### src/rtl/blake2_pkg.sv
// Shared constants and state encoding for the blake2 message packer.
package blake2_pkg;

   localparam int unsigned W_B            = 64;  // blake2b word width
   localparam int unsigned W_S            = 32;  // blake2s word width
   localparam int unsigned BLOCK_WORDS    = 16;
   localparam int unsigned BYTES_PER_WORD = W_B / 8;

   typedef enum logic {
      FILL = 1'b0,
      HOLD = 1'b1
   } state_e;

endpackage

### src/rtl/blake2_byte_mask.sv
// Byte-enable mask for one message word: full word unless it is the last word,
// in which case only bytes below s_bytes_i survive. Counts above W/8 give a full word.
module blake2_byte_mask #(
   parameter int unsigned W  = 64,
   parameter int unsigned BW = $clog2(W / 8) + 1
) (
   input  logic [BW-1:0] s_bytes_i,
   input  logic          s_last_i,
   output logic [W-1:0]  mask_o
);

   // One byte lane per loop step
   always_comb begin
      mask_o = '0;
      for (int k = 0; k < int'(W / 8); k++) begin
         if (!s_last_i || (k < int'(s_bytes_i))) begin
            mask_o[8*k +: 8] = 8'hff;
         end
      end
   end

endmodule

### src/rtl/blake2_msg_pack.sv
// Packs a byte-granular word stream into zero-padded 16-word blake2 blocks with
// running byte offset t and final flag.
// Optional: define BLAKE2_MSG_PACK_ERR_EN to add a sticky err_o for illegal byte counts.
module blake2_msg_pack
   import blake2_pkg::*;
#(
   parameter int unsigned W  = 64,
   parameter int unsigned BW = $clog2(W / 8) + 1
) (
   input  logic                clk,
   input  logic                nreset,
   input  logic                s_valid_i,
   output logic                s_ready_o,
   input  logic [W-1:0]        s_data_i,
   input  logic                s_last_i,
   input  logic [BW-1:0]       s_bytes_i,
   output logic                m_valid_o,
   input  logic                m_ready_i,
   output logic [16*W-1:0]     m_data_o,
   output logic [2*W-1:0]      m_t_o,
`ifdef BLAKE2_MSG_PACK_ERR_EN
   output logic                m_final_o,
   output logic                err_o
`else
   output logic                m_final_o
`endif
);

   localparam int unsigned BPW = W / 8;
   localparam int unsigned IW  = $clog2(BLOCK_WORDS);

   state_e                  state_q;
   logic [IW-1:0]           idx_q;
   logic [2*W-1:0]          t_q;
   logic [16*W-1:0]         buf_q;
   logic                    final_q;

   logic [W-1:0]            mask;
   logic [BW-1:0]           cnt;
   logic                    accept;

   blake2_byte_mask #(
      .W  (W),
      .BW (BW)
   ) u_byte_mask (
      .s_bytes_i (s_bytes_i),
      .s_last_i  (s_last_i),
      .mask_o    (mask)
   );

   assign accept = s_valid_i && (state_q == FILL);

   // Bytes contributed to t by the current word, clamped to a full word
   always_comb begin
      cnt = BW'(BPW);
      if (s_last_i && (s_bytes_i <= BW'(BPW))) begin
         cnt = s_bytes_i;
      end
   end

   // Block assembly FSM: fill words, then hold the block until the core takes it
   always_ff @(posedge clk or negedge nreset) begin
      if (!nreset) begin
         state_q <= FILL;
         idx_q   <= '0;
         t_q     <= '0;
         buf_q   <= '0;
         final_q <= 1'b0;
      end else begin
         unique case (state_q)
            FILL: begin
               if (accept) begin
                  buf_q[int'(idx_q)*W +: W] <= s_data_i & mask;
                  t_q <= t_q + (2*W)'(cnt);
                  if ((idx_q == IW'(BLOCK_WORDS - 1)) || s_last_i) begin
                     state_q <= HOLD;
                     final_q <= s_last_i;
                  end else begin
                     idx_q <= idx_q + 1'b1;
                  end
               end
            end
            HOLD: begin
               if (m_ready_i) begin
                  // Clearing here is what zero-pads the next block
                  buf_q   <= '0;
                  idx_q   <= '0;
                  state_q <= FILL;
                  if (final_q) begin
                     t_q     <= '0;
                     final_q <= 1'b0;
                  end
               end
            end
            default: state_q <= FILL;
         endcase
      end
   end

   assign s_ready_o = (state_q == FILL);
   assign m_valid_o = (state_q == HOLD);
   assign m_data_o  = buf_q;
   assign m_t_o     = t_q;
   assign m_final_o = final_q;

`ifdef BLAKE2_MSG_PACK_ERR_EN
   logic err_q;

   // Sticky flag for an oversize count, or a zero count that is not a whole empty message
   always_ff @(posedge clk or negedge nreset) begin
      if (!nreset) begin
         err_q <= 1'b0;
      end else if (accept && s_last_i &&
                   ((s_bytes_i > BW'(BPW)) ||
                    ((s_bytes_i == '0) && ((idx_q != '0) || (t_q != '0))))) begin
         err_q <= 1'b1;
      end
   end

   assign err_o = err_q;
`endif

endmodule
### config.mk
export PLATFORM = sky130hd
export DESIGN_NAME = blake2_msg_pack
export DESIGN_NICKNAME = d
export VERILOG_FILES = /design/src/rtl/blake2_pkg.sv /design/src/rtl/blake2_byte_mask.sv /design/src/rtl/blake2_msg_pack.sv
export SDC_FILE = /design/constraint.sdc
export NUM_CORES = 2
export LEC_CHECK = 0
export CAP_MARGIN = 20
export CORE_AREA = 2 2 472 474
export DETAILED_ROUTE_END_ITERATION = 8
export DIE_AREA = 0 0 474 476
export GPL_TIMING_DRIVEN = 0
export PLACE_DENSITY_LB_ADDON = 0.25
export SKIP_LAST_GASP = 1
export SYNTH_ARGS = -nofsm -noshare
export SYNTH_HDL_FRONTEND = slang
export SYNTH_SLANG_ARGS = --single-unit
### constraint.sdc
create_clock -name clk -period 4.1 [get_ports clk]
set_input_delay 1.025 -clock clk [delete_from_list [all_inputs] [get_ports clk]]
set_output_delay 1.025 -clock clk [all_outputs]
set_load 0.02 [all_outputs]
# Word level (Yosys, flattened, before mapping)
# Index checks and enable logic that the tools add are counted.
[word_totals] reg_bits=1158 latchBits=0 ram_bits=0 rom_bits=0 out_inout_bits=1155 memories=0
[op_classes] addsub=3 multipliers=0 div_mod_pow=0 order_cmp=9 eq_ne=6 shift=2 muxes=29 bitwise=2 reduce_logical=16
[ops] cell="two-way mux 1024 bit" count=2
[ops] cell="one-hot mux 1024 bit (2 select lines)" count=1
[ops] cell="bitwise mux 1024 bit" count=1
[ops] cell="variable shift 64 x 34 -> 1024 bit, first input constant" count=1
[ops] cell="indexed part select 64 x 34 -> 1024 bit" count=1
[ops] cell="two-way mux 128 bit" count=3
[ops] cell="one-hot mux 128 bit (2 select lines)" count=1
[ops] cell="adder 128 x 4 -> 128 bit" count=1
[ops] cell="bitwise AND 64 bit" count=1
[ops] cell="two-way mux 8 bit" count=8
[ops] cell="negator 10 -> 34 bit" count=1
[ops] cell="< comparator 3 x 4 -> 1 bit, first input constant" count=4
[ops] cell="two-way mux 4 bit" count=4
[ops] cell="logical OR 1 bit" count=9
[ops] cell="AND reduction 3 bit" count=3
[ops] cell="< comparator 1 x 4 -> 1 bit, first input constant" count=2
[ops] cell="< comparator 2 x 4 -> 1 bit, first input constant" count=2
[ops] cell="one-hot mux 4 bit (2 select lines)" count=1
[ops] cell="two-way mux 1 bit" count=6
[ops] cell="inequality test 2 x 1 -> 1 bit, second input constant" count=3
[ops] cell="adder 4 x 1 -> 4 bit, second input constant" count=1
[ops] cell="== test 4 bit, second input constant" count=1
[ops] cell="<= comparator 4 bit, second input constant" count=1
[ops] cell="inequality test 2 bit, second input constant" count=2
[ops] cell="other kinds (5)" count=7

# Longest topological paths before layout
[logic_depth] ltp_word=8 depth_mapped=13 mapped_depth_nobuf=10

# Modules after synthesis
# From an unflattened synthesis, not the netlist that was laid out.
[unflattened] cells_unflattened=4696 hier_area_um2=48839.3
[modules_own_cells] mod="blake2_msg_pack" instances=1 cells_per_inst=4628 area_each_um2=48345.1 seq_area_each_um2=28977.8
[modules_own_cells] mod="blake2_byte_mask" instances=1 cells_per_inst=68 area_each_um2=494.2 seq_area_each_um2=0.0

# Worst setup path after synthesis
# Ideal clock, no wire load.
[synth_path] path_kind="input port to flip-flop" start="input s_last_i" end="register t_q[106], in the netlist m_t_o[106]" setup_time_ns=0.078 arrival_ns=3.736 setup_slack_ns=0.286 stages=12 cell_sequence="nor2b_1 -> clkbuf_1 -> and2_1 -> ha_1 -> inv_1 -> fa_1 -> nand2b_1 -> a211oi_4 -> nand4_1 -> clkbuf_1 -> or4_1 -> a21oi_1"
[synth_between] elab_chain_cells=5
[synth_rtl] element="start, declared" line_no="blake2_msg_pack.sv:15" text="input logic s_last_i,"
[synth_rtl] element="logical AND 1 bit" line_no="blake2_msg_pack.sv:56" text="if (s_last_i && (s_bytes_i <= BW'(BPW))) begin"
[synth_rtl] element="two-way mux 4 bit" line_no="blake2_msg_pack.sv:56"
[synth_rtl] element="adder 128 x 4 -> 128 bit" line_no="blake2_msg_pack.sv:74" text="t_q <= t_q + (2*W)'(cnt);"
[synth_rtl] element="two-way mux 128 bit" line_no="blake2_msg_pack.sv:72" text="if (accept) begin"
[synth_rtl] element="one-hot mux 128 bit (2 select lines)" line_no="blake2_msg_pack.sv:70" text="unique case (state_q)"
[synth_rtl] element="end signal, assigned" line_no="blake2_msg_pack.sv:74"
[synth_rtl] element="end, declared" line_no="blake2_msg_pack.sv:34" text="logic [2*W-1:0] t_q;"
# Every way passes these cells. The select of a mux whose other input is x is not followed.
# A chain may end at the register's enable or synchronous reset.

# Final worst setup path
[layout_path] start="input s_last_i" end="register t_q[84], in the netlist m_t_o[84]"
# The elaborated chain is that of the path after synthesis.

==> results.md <==
- Run status: finished clean
- Flops & latches, synth: 1,158
- First-pass DRT Iterations: 8
- Least-Margin Pin Slew: 1.07 ns
- DP HPWL: 234 mm
- Cts hold-fix bufs: 0
- Top-area cell type share of the netlist area: 61.6%
- Fin nets: 6,086
- Ys Warns: 0
- Worst-path clk slew: 0.05 ns
- Final hold violation count: 0
- Sink Count: 1,158
- Root buf cell: clkbuf_16
- Max-cap violations: 0
- Post-synth top cells: dfrtp_1, nand2_1, o21ai_0
- Number of I/O port buffers: 1,226
- Via count: 45,400
- Final core occ: 31.2%
- Total track usage: 25.3%
- Starting density of the core: 21.3%
- Top-count cell post-synth: dfrtp_1
- Peak VDD IR: 0.415 mV
- Slew HR: 28.5%
- Post-route ant nets: 0
- Post-layout power: 29,300 uW
- Max FO, Critical Path: 10
- Startpoint class of the critical path: input port
- Initial antenna violation count: 34
- Largest net degree at the start of global routing: 169
- Cell Pwr Density: 424 nW/um2
- Worst Setup SP: s_last_i
- Synth Cell Area: 47,000 um2
- # rows: 173
- Critical Path RT: 4.80 ns
- Final setup fails: 0
- Via-to-Cell Ratio: 4.98
- Ys async rst share: 100%
- TritonCTS clock tree: built
- Worst hold path class: input port to asynchronous set/reset pin
- Worst-Skew Late Latency: 0.83 ns
- Final wirelength: 294 mm
- GP Congestion: 0.909
- Core area: 221,000 um2
- Slew Viols, Final: 0
- CTS buffer count: 139
- First-pass GRT wire length: 393 mm
- Fmax achieved: 245 MHz
- Crit share post-route: 99.3%
- Post-synthesis cell count: 4,596
- Critical path type: input port to register
- Area grow syn2layout: 46.8%
- Leakage: 0.0275 uW
- Die Ht: 476 um
- Synth cell types: 51
- Level count of the clock H-tree: 4
- Ys flop type: dfrtp_1
- Number of enable flip-flop cells after synthesis: 0
- CP Data Arrival Time: 4.77 ns
- Grt total ovfl: 0
- Worst r2r src: idx_q[0]$_DFFE_PN0P_
- DIE WIDTH: 474 um
- Vias in the first global route: 44,200
- Share of post-route cells with drive strength above 1: 6.15%
- CP endpoint kind: register
- Clk_skew: 0.0526 ns
- Seq/Total Area, Yosys: 61.6%
- Synthesized Nets: 4,679
- Bufs on Longest Clock Path: 3
- Routed WL per cell: 32.3 um
- Avg Cell Area, Syn: 10.2 um2
- Setup_tns: 0 ns
- RSZ-0062 raised after global routing: yes
- DRC: 0
- Fin crit period: 4.07 ns
- DIE AREA: 226,000 um2
- Largest cells by area after synthesis: dfrtp_1, o31ai_1, nand2_1, o21ai_0, nand3_1
- I/O pin cnt: 1,228
- 1st-iter DRT viols: 4,151
- Largest area contributor in the netlist: dfrtp_1
worst paths after layout:
kind | cells past startpoint | endpoint | slack, ns
worst min-delay path | 1 | m_data_o[483]$_DFFE_PN0P_ | 0.18
worst max register to register | 9 | m_data_o[306]$_DFFE_PN0P_ | 0.09
max in group asynchronous | 4 | m_data_o[2]$_DFFE_PN0P_ | 1.27
min in group clk | 2 | m_data_o[811]$_DFFE_PN0P_ | 0.47
worst max-delay path | 14 | m_t_o[84]$_DFFE_PN0P_ | 0.03
worst min register to register | 2 | m_data_o[811]$_DFFE_PN0P_ | 0.47
timing repair:
item	4_1_cts	5_1_grt
endpoints found under the setup margin	1135	365
setup buffers	11	4
gates cloned	0	0
pin swaps	5	3
gates resized for setup	60	36
endpoints found under the hold margin	0	0
final cells by class:
type | count | area, um2
antenna | 20 | 50.0
timing repair buffer | 1269 | 12900
clock inverter | 48 | 860
tap | 2975 | 3720
clock buffer | 205 | 4110
fill | 23000 | 152000
buffer | 353 | 1430
sequential | 1158 | 29000
inverter | 24 | 95.1
multi-input combinational | 3058 | 16800
critical path, cell delays in order:
cell and delay (ns):
clkdlybuf4s50_1 0.57, nor2b_1 0.17, buf_4 0.20, and2_1 0.16, ha_2 0.24, inv_1 0.08, fa_1 0.43, nand2b_1 0.22
a211oi_4 0.27, buf_12 0.16, buf_4 0.14, nand4_4 0.29, or4_1 0.61, a21oi_1 0.15
cell families after synthesis:
group	share of synthesized area [%]
AND/OR/NAND/NOR	17.6
AO/OA/AOI/OAI	16.0
flip-flops	61.6
buffers and inverters	3.05
multiplexers	0.979
XOR/XNOR	0.522
adder cells (fa/ha/maj)	0.282
through the flow:
step | worst slack, ns | cells | hold slack, ns | area, um2
global placement | -53.20 | 8797 | 0.461 | 63000
floorplan | 0.286 | 4596 | 0.585 | 47000
finish | 0.0267 | 9110 | 0.177 | 69000
global route | -0.0233 | 9096 | 0.188 | 69000
detailed placement | -2.70 | 8825 | 0.465 | 63600
CTS | -0.00707 | 9088 | 0.132 | 68900
power by group:
group / internal [uW] / total [uW] / leakage [uW] / switching, uW
clock: 7870 / 13400 / 0.00242 / 5570
combinational: 910 / 4020 / 0.00889 / 3110
sequential: 11700 / 11800 / 0.0162 / 183
total: 20400 / 29300 / 0.0275 / 8860
per-layer routing:
metal	vias to the layer above	wire length, um	GRT usage [%]	part of all wire (%)
met5	-	123	0	0.042
met4	18	16000	12.1	5.4
met3	451	25900	7.29	8.8
met2	2184	138000	41.1	47
met1	23400	114000	30.6	39
li1	19400	-	-	-
state kept, by name, indices dropped and copies added (netlist names):
register   cells
idx_q          4
m_data_o    1024
m_final_o      1
m_t_o        128
m_valid_o      1
cells in the final DEF (no fill, tap or decap), drive strengths merged, types with 13 or more instances in the layout:
cell,instances
buf,87
diode,20
o21ai,534
dfrtp,1158
xor2,22
mux2i,46
nand2b,51
nand3,460
a21oi,64
clkdlybuf4s50,1225
clkbuf,514
clkinv,28
o31ai,491
bufinv,13
or3,19
nor2,91
inv,28
nand2,919
nor4,58
nand4,89
a22o,59
nor3,35
or4,34
Power figures use the tool's default switching activity.
